===== src/rtl/spw_link_pkg.sv =====
// rtl/spw_link_pkg.sv - shared state codes, err_cause bit indices and default timing for the SpaceWire link FSM
package spw_link_pkg;

  // Link-interface state codes; codes 6 and 7 are illegal and recover to ERROR_RESET.
  typedef enum logic [2:0] {
    ST_ERROR_RESET = 3'd0,
    ST_ERROR_WAIT  = 3'd1,
    ST_READY       = 3'd2,
    ST_STARTED     = 3'd3,
    ST_CONNECTING  = 3'd4,
    ST_RUN         = 3'd5
  } link_state_e;

  // Bit positions inside err_cause ({disc, credit, rx_error, protocol}).
  localparam int ERR_BIT_PROTO  = 0;
  localparam int ERR_BIT_RXERR  = 1;
  localparam int ERR_BIT_CREDIT = 2;
  localparam int ERR_BIT_DISC   = 3;

  // Default timing for a 100 MHz pclk.
  localparam int T6U4_CYC_DEF  = 640;
  localparam int T12U8_CYC_DEF = 1280;
  localparam int DISC_CYC_DEF  = 85;

  // Assemble a one-hot-per-cause vector from the individual error sources.
  function automatic logic [3:0] err_cause_vec(input logic disc, input logic credit,
                                               input logic rx_err, input logic proto);
    logic [3:0] v;
    v                 = '0;
    v[ERR_BIT_DISC]   = disc;
    v[ERR_BIT_CREDIT] = credit;
    v[ERR_BIT_RXERR]  = rx_err;
    v[ERR_BIT_PROTO]  = proto;
    return v;
  endfunction

endpackage


===== src/rtl/spw_disc_detect.sv =====
// rtl/spw_disc_detect.sv - first-bit-armed disconnect counter for the SpaceWire link FSM
module spw_disc_detect #(
  parameter int DISC_CYC = 85,
  parameter int CNT_W    = 12
) (
  input  logic pclk,
  input  logic reset,
  input  logic got_bit,
  input  logic clear,
  output logic disc
);

  localparam logic [CNT_W-1:0] CNT_LAST = CNT_W'(DISC_CYC - 1);

  logic             armed_q, armed_d;
  logic [CNT_W-1:0] cnt_q, cnt_d;

  // Arm on the first bit, restart the gap count on every bit, hold once the limit is reached.
  always_comb begin
    armed_d = armed_q;
    cnt_d   = cnt_q;
    if (clear) begin
      armed_d = 1'b0;
      cnt_d   = '0;
    end else if (got_bit) begin
      armed_d = 1'b1;
      cnt_d   = '0;
    end else if (armed_q && (cnt_q != CNT_LAST)) begin
      cnt_d = cnt_q + 1'b1;
    end
  end

  // Counter and arm flag registers.
  always_ff @(posedge pclk or posedge reset) begin
    if (reset) begin
      armed_q <= 1'b0;
      cnt_q   <= '0;
    end else begin
      armed_q <= armed_d;
      cnt_q   <= cnt_d;
    end
  end

  assign disc = armed_q && (cnt_q == CNT_LAST);

endmodule


===== src/rtl/spw_link_fsm_param.sv =====
// rtl/spw_link_fsm_param.sv - parametrised SpaceWire link-interface FSM; define SPW_LINK_ERRSTAT_EN for error statistics
module spw_link_fsm_param
  import spw_link_pkg::*;
#(
  parameter int T6U4_CYC  = T6U4_CYC_DEF,
  parameter int T12U8_CYC = T12U8_CYC_DEF,
  parameter int DISC_CYC  = DISC_CYC_DEF,
  parameter int CNT_W     = 12,
  parameter int RETRY_MAX = 0,
  parameter int ERR_CNT_W = 8
) (
  input  logic                 pclk,
  input  logic                 reset,
  input  logic                 auto_start,
  input  logic                 link_start,
  input  logic                 link_disable,
  input  logic                 rx_error,
  input  logic                 rx_credit_error,
  input  logic                 rx_got_bit,
  input  logic                 rx_got_null,
  input  logic                 rx_got_nchar,
  input  logic                 rx_got_time_code,
  input  logic                 rx_got_fct,
  input  logic                 clr_err_stat,
  output logic                 rx_resetn,
  output logic                 enable_tx,
  output logic                 send_null_tx,
  output logic                 send_fct_tx,
  output logic [2:0]           link_state,
  output logic                 link_up,
  output logic [3:0]           retry_cnt,
  output logic                 link_failed,
  output logic [3:0]           err_cause,
  output logic [ERR_CNT_W-1:0] err_count
);

  localparam logic [CNT_W-1:0] T6_LAST  = CNT_W'(T6U4_CYC - 1);
  localparam logic [CNT_W-1:0] T12_LAST = CNT_W'(T12U8_CYC - 1);
  // The retry counter saturates at 15, so any limit above that can never be reached.
  localparam bit               RETRY_EN  = (RETRY_MAX != 0);
  localparam int               RETRY_CAP = (RETRY_MAX > 15) ? 16 : RETRY_MAX;
  localparam logic [4:0]       RETRY_LIM = 5'(RETRY_CAP);

  link_state_e      state_q, state_d;
  logic [CNT_W-1:0] timer_q, timer_d;
  logic             got_null_q, got_null_d;
  logic [3:0]       retry_q, retry_d;

  logic disc;
  logic err_any;
  logic protocol;
  logic timeout;
  logic start_req;
  logic enter_err;
  logic failed;

  spw_disc_detect #(
    .DISC_CYC (DISC_CYC),
    .CNT_W    (CNT_W)
  ) u_disc (
    .pclk    (pclk),
    .reset   (reset),
    .got_bit (rx_got_bit),
    .clear   (state_q == ST_ERROR_RESET),
    .disc    (disc)
  );

  assign failed    = RETRY_EN && ({1'b0, retry_q} >= RETRY_LIM);
  assign err_any   = rx_error | disc;
  assign timeout   = (timer_q == T12_LAST);
  assign start_req = !link_disable && !failed && (link_start || (auto_start && got_null_q));

  // Characters that are not allowed in the current state count as protocol errors.
  always_comb begin
    protocol = 1'b0;
    case (state_q)
      ST_ERROR_WAIT, ST_READY, ST_STARTED: protocol = rx_got_fct | rx_got_nchar | rx_got_time_code;
      ST_CONNECTING:                       protocol = rx_got_nchar | rx_got_time_code;
      default:                             protocol = 1'b0;
    endcase
  end

  // Next-state rules; error exits are tested before forward progress in every state.
  always_comb begin
    state_d = state_q;
    case (state_q)
      ST_ERROR_RESET: begin
        if (timer_q == T6_LAST) state_d = ST_ERROR_WAIT;
      end
      ST_ERROR_WAIT: begin
        if (err_any || protocol) state_d = ST_ERROR_RESET;
        else if (timeout)        state_d = ST_READY;
      end
      ST_READY: begin
        if (err_any || protocol) state_d = ST_ERROR_RESET;
        else if (start_req)      state_d = ST_STARTED;
      end
      ST_STARTED: begin
        if (err_any || protocol || timeout) state_d = ST_ERROR_RESET;
        else if (got_null_q)                state_d = ST_CONNECTING;
      end
      ST_CONNECTING: begin
        if (err_any || protocol || timeout) state_d = ST_ERROR_RESET;
        else if (rx_got_fct)                state_d = ST_RUN;
      end
      ST_RUN: begin
        if (err_any || rx_credit_error || link_disable) state_d = ST_ERROR_RESET;
      end
      default: state_d = ST_ERROR_RESET;
    endcase
  end

  assign enter_err = (state_d == ST_ERROR_RESET) && (state_q != ST_ERROR_RESET);

  // Shared dwell timer, gotNULL latch and failed-attempt counter.
  always_comb begin
    timer_d = (state_d != state_q) ? '0 : timer_q + 1'b1;

    got_null_d = got_null_q;
    if (state_q == ST_ERROR_RESET) got_null_d = 1'b0;
    else if (rx_got_null)          got_null_d = 1'b1;

    retry_d = retry_q;
    if (link_disable) begin
      retry_d = '0;
    end else if (enter_err && ((state_q == ST_STARTED) || (state_q == ST_CONNECTING))) begin
      if (retry_q != 4'hF) retry_d = retry_q + 4'd1;
    end else if ((state_d == ST_RUN) && (state_q != ST_RUN)) begin
      retry_d = '0;
    end
  end

  // State, timer, latch and retry registers.
  always_ff @(posedge pclk or posedge reset) begin
    if (reset) begin
      state_q    <= ST_ERROR_RESET;
      timer_q    <= '0;
      got_null_q <= 1'b0;
      retry_q    <= '0;
    end else begin
      state_q    <= state_d;
      timer_q    <= timer_d;
      got_null_q <= got_null_d;
      retry_q    <= retry_d;
    end
  end

`ifdef SPW_LINK_ERRSTAT_EN
  logic [3:0]           cause_q, cause_d;
  logic [3:0]           cause_now;
  logic [ERR_CNT_W-1:0] count_q, count_d;

  // Accumulate causes on every entry to ERROR_RESET; a clear in the same cycle loses.
  always_comb begin
    cause_now = err_cause_vec(disc, rx_credit_error && (state_q == ST_RUN), rx_error, protocol);
    cause_d   = cause_q;
    count_d   = count_q;
    if (enter_err) begin
      cause_d = cause_q | cause_now;
      if (count_q != '1) count_d = count_q + 1'b1;
    end else if (clr_err_stat) begin
      cause_d = '0;
      count_d = '0;
    end
  end

  // Statistics registers.
  always_ff @(posedge pclk or posedge reset) begin
    if (reset) begin
      cause_q <= '0;
      count_q <= '0;
    end else begin
      cause_q <= cause_d;
      count_q <= count_d;
    end
  end

  assign err_cause = cause_q;
  assign err_count = count_q;
`else
  logic errstat_unused;
  assign errstat_unused = clr_err_stat;
  assign err_cause      = '0;
  assign err_count      = '0;
`endif

  assign link_state   = state_q;
  assign rx_resetn    = (state_q != ST_ERROR_RESET);
  assign enable_tx    = (state_q >= ST_READY);
  assign send_null_tx = (state_q == ST_STARTED) || (state_q == ST_CONNECTING) || (state_q == ST_RUN);
  assign send_fct_tx  = (state_q == ST_CONNECTING) || (state_q == ST_RUN);
  assign link_up      = (state_q == ST_RUN);
  assign retry_cnt    = retry_q;
  assign link_failed  = failed;

endmodule


===== config.mk =====
export PLATFORM = sky130hd
export DESIGN_NAME = spw_link_fsm_param
export DESIGN_NICKNAME = d
export VERILOG_FILES = /design/src/rtl/spw_link_pkg.sv /design/src/rtl/spw_disc_detect.sv /design/src/rtl/spw_link_fsm_param.sv
export SDC_FILE = /design/constraint.sdc
export NUM_CORES = 1
export LEC_CHECK = 0
export ABC_AREA = 1
export BUFFER_PORTS_ARGS = -buffer_cell sky130_fd_sc_hd__buf_2
export CORE_MARGIN = 2
export CORE_UTILIZATION = 58
export DETAILED_ROUTE_END_ITERATION = 10
export GPL_ROUTABILITY_DRIVEN = 0
export PLACE_DENSITY = 0.85
export SLEW_MARGIN = 20
export SYNTH_ARGS = -nofsm -noshare
export SYNTH_HDL_FRONTEND = slang
export SYNTH_SLANG_ARGS = --single-unit

===== constraint.sdc =====
create_clock -name pclk -period 2.7 [get_ports pclk]
set_input_delay 0.675 -clock pclk [delete_from_list [all_inputs] [get_ports pclk]]
set_output_delay 0.675 -clock pclk [all_outputs]
set_load 0.01 [all_outputs]

==> summary.md, run 1 <==
| Metric | Value |
|---|---|
| Fillcell total | `around 300` |
| Clock buffer depth | `2` |
| P&R area growth vs syn | `9.24%` |
| Overall power | `approximately 1.1 mW` |
| Via density | `4.97` |
| Largest family of logic cells by synthesized area | `simple AND/OR/NAND/NOR gates` |
| Die Height | `64.7 um` |
| Critical path arrival | `~2500 ps` |
| Crit path capture | `u_disc.cnt_q[10]$_DFFE_PP0P_` |
| Die span in x | `~65 um` |
| Vias in the first global route | `approximately 1600` |
| Reg area | `approximately 830 um^2` |
| Final period util | `roughly 90%` |
| Worst slew pin tran | `around 710 ps` |
| VDD IR max | `between 0.3 and 0.4 mV` |
| Pins Over Slew Limit | `0` |
| Clk_skew | `~6.2 ps` |
| Top post-synthesis cells by area | `dfrtp_1 39%, nand2_1 8.9%, inv_1 6.8%, nand3_1 5.8%, nor2_1 5.8%` |
| Final hold violation count | `0` |
| Crit path from | `link_state[1]$_DFF_PP0_` |
| Critical Path RT | `2860 ps` |
| Setup crit start kind | `flop` |
| Die area | `0.00419 mm^2` |
| CTS root buf | `clkbuf_8` |
| Multi-input gate area | `roughly 0.0011 mm^2` |
| Worst-path fanout max | `12` |
| Initial antenna violation count | `0` |
| Cell count of the worst reg-to-reg path | `11` |
| Synthesis warning total | `0` |
| GR Util All Layers | `21.3%` |
| Mapped Area | `0.00214 mm^2` |
| First-pass GRT wire length | `around 6.9 mm` |
| Post-synthesis mux area share | `0%` |
| Most frequent cells in the layout | `51 x nand2_1, 39 x inv_1, 33 x nor2_1, 33 x dfrtp_1, 25 x nand3_1` |
| DPL Wire Length | `between 2 and 3 mm` |
| IO Port Bufs | `23` |
| Post-CTS setup buffers | `0` |
| Routed Antenna Nets | `0` |
| Seq/Total Area, Yosys | `38.6%` |
| Slew HR | `between 50 and 60%` |
| Yosys top cell area share | `between 30% and 40%` |
| IO Pins | `38` |
| Setup slack, reg-to-reg | `roughly 320 ps` |
| Cell count after synthesis | `288` |
| CTS tree | `built` |
| Starting density of the core | `between 50% and 60%` |
| Post-Synth XOR/XNOR Area | `approximately 4.0%` |
| Setup TNS | `0 ps` |
| Worst R2R Start | `link_state[1]$_DFF_PP0_` |
| # rows | `22` |
| RSZ-0062 raised after global routing | `no` |
| Final setup violation count | `0` |
| Crit Path Category | `reg -> reg` |
| Worst reg2reg path endpoint | `u_disc.cnt_q[10]$_DFFE_PP0P_` |
| Post-Syn Area per Cell | `7.43 um^2` |
| H-tree levels | `2` |
| Hold-fix buffers, CTS | `0` |
| TritonCTS sink count | `33` |
| Number of CTS-inserted buffers | `5` |
| Vias | `~1800` |
| DRT iter0 DRCs | `167` |
| Worst-Skew Late Latency | `280 ps` |
| ANT cells | `0` |
| Fraction of the mapped netlist area in adder cells | `2.34%` |
| Post-CTS Resized | `0` |
| Power per cell area | `480 mW/mm^2` |
| Routed WL | `3.99 mm` |
| Yosys cell types | `33` |
| Clock Pin Slew Worst Setup and Hold Paths | `roughly 70 ps` |
| Synthesized flop and latch total | `33` |
| Status | `complete, no violations` |
| Maximum number of pins on one net before global-route repair | `34` |
| Post-route DRC violation count | `0` |
| Synth area leader | `dfrtp_1` |
| Synth Area in Simple Gates | `between 30% and 40%` |
| Wire per inst | `between 10 and 15 um` |
| Drt first pass iters | `4` |
| Worst min path class | `in -> async` |
| Compound-Gate Fraction of Synth Area | `under 10%` |
| Critical Path Sink Type | `flop` |
| GR Overflow Total | `0` |
| Layout cell share with drive strength beyond 1 | `between 10% and 20%` |
| Nets | `333` |
| Min cycle time layout | `approximately 2400 ps` |
| Leak Pwr | `approximately 1.2 nW` |
| Core Region | `between 0.003 and 0.004 mm^2` |
| Fmax | `~420 MHz` |
| Max-Cap Viols | `0` |
| Most common cell after layout, fill and taps aside | `nand2_1` |
[worst max-delay path, stage by stage (launching register included)]
cell and delay, ps:
dfrtp_1 500, clkinv_1 190, nand2_1 110, nor2_1 90, nor2_1 570, inv_1 130
nor2_1 290, nor2_1 90, nand2_1 100, inv_1 60, nand2_1 60, a21oi_1 60
[sequential cells by signal, summed over array words and instances (netlist names)]
name	cells
got_null_q	1
link_state	3
retry_cnt	4
timer_q	12
u_disc.armed_q	1
u_disc.cnt_q	12
[where the power goes]
part	internal (mW)	switching, mW
clock network	0.202	0.164
registers	0.545	0.0416
logic	0.0741	0.0949
[worst min path at each step]
stage                               from                           to  slack [ps]  cells after the start
floorplan           timer_q[0]$_DFF_PP0_         timer_q[0]$_DFF_PP0_         430                      1
global placement    timer_q[0]$_DFF_PP0_         timer_q[0]$_DFF_PP0_         450                      1
detailed placement  timer_q[0]$_DFF_PP0_         timer_q[0]$_DFF_PP0_         460                      1
CTS                                reset  u_disc.cnt_q[3]$_DFFE_PP0P_         480                      3
global route        timer_q[0]$_DFF_PP0_         timer_q[0]$_DFF_PP0_         500                      1
finish                             reset  u_disc.cnt_q[3]$_DFFE_PP0P_         470                      3
[per-stage QoR]
stage | cell area (um^2) | instances | util, % | hold slack, ps | worst slack, ps
global placement | 2250 | 357 | 62.4 | 453 | 428
CTS | 2340 | 364 | 64.8 | 482 | 351
global route | 2340 | 364 | 64.8 | 496 | 112
detailed placement | 2250 | 357 | 62.4 | 458 | 383
finish | 2340 | 364 | 64.8 | 467 | 324
floorplan | 2180 | 300 | - | 431 | 852
[logic make-up (layout without fill, tap and decap cells)]
kind of cell	after synthesis	after routing
AO/OA/AOI/OAI	29	29
adder cells (fa/ha/maj)	4	4
AND/OR/NAND/NOR	149	149
other	1	13
buffers and inverters	63	79
flip-flops	33	33
XOR/XNOR	9	9
[synth_stat cells]
library cell / instances
dfrtp_1: 33
buf_4: 13
a31oi_1: 2
xor2_2: 1
xnor2_1: 3
nand2_2: 2
nor4_1: 2
nor2_4: 3
nor2_2: 14
inv_1: 39
nand2_4: 1
nand4_2: 1
o311a_1: 1
conb_1: 1
inv_2: 7
o211ai_1: 1
and3_1: 1
o21ai_1: 3
o21ai_0: 11
xor2_1: 5
buf_6: 2
nand3_1: 25
ha_1: 4
a21oi_1: 10
nor3_1: 7
or2_2: 1
nor2_1: 33
nand2_1: 51
clkbuf_1: 1
o21a_1: 1
clkinv_1: 1
nand3_2: 2
nand4_1: 6
[layout make-up]
| type | instances | share of cell area [%] |
|---|---|---|
| well taps | 48 | 2.57 |
| multi-input cells | 204 | 45.3 |
| clock buffers | 7 | 3.69 |
| repair buffers | 25 | 5.57 |
| flip-flops and latches | 33 | 35.3 |
| inverters | 47 | 7.55 |
[metal layers]
layer  track usage (%)  vias up  share of wire (%)
met1              27.5      811                 46
li1                  -      936                  -
met4              8.78        0                1.5
met2              35.3       57                 47
met3              3.82        5                5.5
met5                 0        -                  0
Power figures use the tool's default switching activity.
==> run 2: changes to the inputs <==
SYNTH_HIERARCHICAL = 1   (was default)
==> run 2 against run 1 <==
Net effect: clock skew grew 0.85 ps; wire length grew 16%; synthesized cell count grew 7.6%; largest power group unchanged; highest routed layer unchanged.
==> summary.md, run 2 <==
| Metric | Value |
|---|---|
| P&R area growth vs syn | `9.38%` |
| GR Util met3 | `roughly 5.2%` |
| Async SR Flop Fraction | `100%` |
| Cell count after synthesis | `310` |
| Core Region | `between 0.003 and 0.004 mm^2` |
| DPL Wire Length | `approximately 3.6 mm` |
| Starting density of the core | `61.3%` |
| Clock buffer depth | `2` |
| # rows | `22` |
| Initial antenna violation count | `0` |
| Power per cell area | `480 mW/mm^2` |
| Worst min path class | `in -> async` |
| Synth area leader | `dfrtp_1` |
| Fin Hold WS | `between 400 and 500 ps` |
| Fmax | `~400 MHz` |
| Ys flop type | `dfrtp_1` |
| GR Overflow Total | `0` |
| Post-synth top cells | `64 x nand2_1, 43 x inv_1, 35 x nor2_1` |
| Post-CTS setup buffers | `0` |
| Vias in the first global route | `roughly 1800` |
| Clock Pin Slew Worst Setup and Hold Paths | `approximately 70 ps` |
| Mapped Area | `around 0.0023 mm^2` |
| Worst slew pin tran | `~770 ps` |
| Layout cell share with drive strength beyond 1 | `20.0%` |
| Synthesis warning total | `6` |
| GR Layer Usage met1 | `~29%` |
| Most frequent cells in the layout | `64 x nand2_1, 43 x inv_1, 34 x nor2_1, 33 x dfrtp_1, 29 x nand3_1` |
| Crit path from | `u_disc/cnt_q[0]$_DFFE_PP0P_` |
| Routed WL | `4.63 mm` |
| ANT cells | `0` |
| Final setup violation count | `0` |
| WP depth | `14` |
| Via density | `~5` |
| Hold-fix buffers, CTS | `0` |
| Crit path capture | `timer_q[3]$_DFF_PP0_` |
| Yosys cell types | `33` |
| IO Pins | `38` |
| CTS tree | `built` |
| Crit Path Category | `reg -> reg` |
| Post-synth EDFFs | `0` |
| DRT iter0 DRCs | `166` |
| Wire per inst | `roughly 12 um` |
| Die span in x | `66.9 um` |
| CP top delay family | `simple AND/OR/NAND/NOR gates` |
| Finished Layout Cells | `388` |
| Pins Over Slew Limit | `0` |
| Yosys top cell area share | `36.0%` |
| Top post-synthesis cells by area | `dfrtp_1 36%, nand2_1 10%, inv_1 7.0%, nand3_1 6.3%, nor2_1 5.7%` |
| Cell mode on critical path | `nor2_1` |
| Drt first pass iters | `4` |
| Slew HR | `about half` |
| CTS root buf | `clkbuf_8` |
| IO Port Bufs | `23` |
| Setup slack, reg-to-reg | `~250 ps` |
| Nets | `between 300 and 400` |
| Final hold violation count | `0` |
| Status | `complete, no violations` |
| Worst-path cell chain | `inv_1 > ha_1 > nand2_1 > nor2_1 > nand3_4 > nor2_1 > nor2_1 > nand2_1 > nor2_1 > a31oi_1 > nand4_1 > nand2_1 > nand3b_2 > nor2_2` |
| Worst reg2reg path endpoint | `timer_q[3]$_DFF_PP0_` |
| Post-Syn Area per Cell | `approximately 7.4 um^2` |
| Worst-Skew Late Latency | `~290 ps` |
| GR Util All Layers | `a little under a quarter` |
| Critical path arrival | `2670 ps` |
| VDD IR max | `~0.33 mV` |
| CP Buf/Inv Count | `1` |
| Die area | `roughly 0.0045 mm^2` |
| Setup crit start kind | `flop` |
| Worst R2R Start | `u_disc/cnt_q[0]$_DFFE_PP0P_` |
| Maximum number of pins on one net before global-route repair | `21` |
| Busiest grt layer | `met2` |
| Routed Antenna Nets | `0` |
| H-tree levels | `2` |
| Met2 usage | `between 30% and 40%` |
| Most common cell after layout, fill and taps aside | `nand2_1` |
| Synthesized flop and latch total | `33` |
| Number of CTS-inserted buffers | `5` |
| Critical Path Sink Type | `flop` |
| TritonCTS sink count | `33` |
| Seq/Total Area, Yosys | `a little over a third` |
| Leak Pwr | `~1.3 nW` |
| Placed instance count | `381` |
| Critical Path RT | `roughly 2900 ps` |
| Min cycle time layout | `roughly 2500 ps` |
| Final period util | `between 90% and 100%` |
| Die Height | `66.9 um` |
| Vias | `around 2000` |
| Worst-path fanout max | `12` |
| Cell count of the worst reg-to-reg path | `14` |
| Clk_skew | `about 7.0 ps` |
| RSZ-0062 raised after global routing | `no` |
| Count leader, synth | `nand2_1` |
| Post-route DRC violation count | `0` |
| CP max stage delay | `390 ps` |
| Slowest cell on crit path | `dfrtp_1` |
| Max-Cap Viols | `0` |
| Setup TNS | `0 ps` |
| First-pass GRT wire length | `7.73 mm` |
## run 2: cell types whose count changed in the layout (fill, tap and decap cells not counted), sizes merged, moves of 2 or more
cell	change
nand3	+4
o21ai	+2
nand4	+6
nor3	-2
a21oi	-3
xor2	+3
nand2	+17
## run 2: per-layer routing
metal	routed length (um)	vias up
met5	0	-
met4	101	0
met3	180	11
met2	2360	36
met1	1990	926
li1	-	1018
## run 2: final cells by class
class                      count  area, um^2
fill                         323        1230
multi-input combinational    227        1210
sequential                    33         826
inverter                      48         193
timing repair buffer          25         130
clock buffer                   7        86.3
tap                           48        60.1
## run 2: report_power, final
group | total (mW) | leakage (nW) | internal (mW) | switching (mW)
Sequential | 0.598 | 0.446 | 0.549 | 0.0491
Combinational | 0.233 | 0.835 | 0.104 | 0.128
Clock | 0.374 | 0.0443 | 0.202 | 0.172
## run 2: cells by family (layout without fill, tap and decap cells)
group           after synthesis  after routing  synth area share, %
compound gates               25             25                 6.27
xor+xnor                     11             11                 4.53
fa+ha+maj                     4              4                 2.18
buf+inv                      62             80                 13.1
flops                        33             33                 36.0
other cells                   1             13                0.164
simple gates                174            174                 37.7
## run 2: what timing repair did
item	in CTS	in global routing
endpoints found under the setup margin	0	4
endpoints found under the hold margin	0	0
resized for setup	0	1
## run 2: through the flow
stage               utilization, %  worst slack [ps]  cell area [um^2]  power, mW
finish                        67.0               245              2510       1.21
floorplan                        -               663              2340      0.801
global placement              64.6               317              2420      0.824
global route                  67.0              9.91              2510       1.27
CTS                           66.9               209              2510       1.21
detailed placement            64.6               232              2420      0.840
## run 2: worst min-delay path by stage
stage                                    start                     endpoint  slack, ps  depth (start not counted)
after detailed placement  timer_q[0]$_DFF_PP0_         timer_q[0]$_DFF_PP0_        460                          1
after global routing                     reset  u_disc/cnt_q[7]$_DFFE_PP0P_        480                          2
after floorplan           timer_q[0]$_DFF_PP0_         timer_q[0]$_DFF_PP0_        430                          1
after CTS                                reset  u_disc/cnt_q[7]$_DFFE_PP0P_        440                          2
final                                    reset  u_disc/cnt_q[7]$_DFFE_PP0P_        420                          2
after global placement    timer_q[0]$_DFF_PP0_         timer_q[0]$_DFF_PP0_        450                          1
## run 2: worst register-to-register path, delay by kind of cell, from the launching register on
| family | cells | cell delay (ps) |
|---|---|---|
| AOI/OAI and AO/OA | 1 | 290 |
| adders and majority gates | 1 | 170 |
| buffers and inverters | 1 | 100 |
| DFF | 1 | 390 |
| and+or+nand+nor | 11 | 1430 |
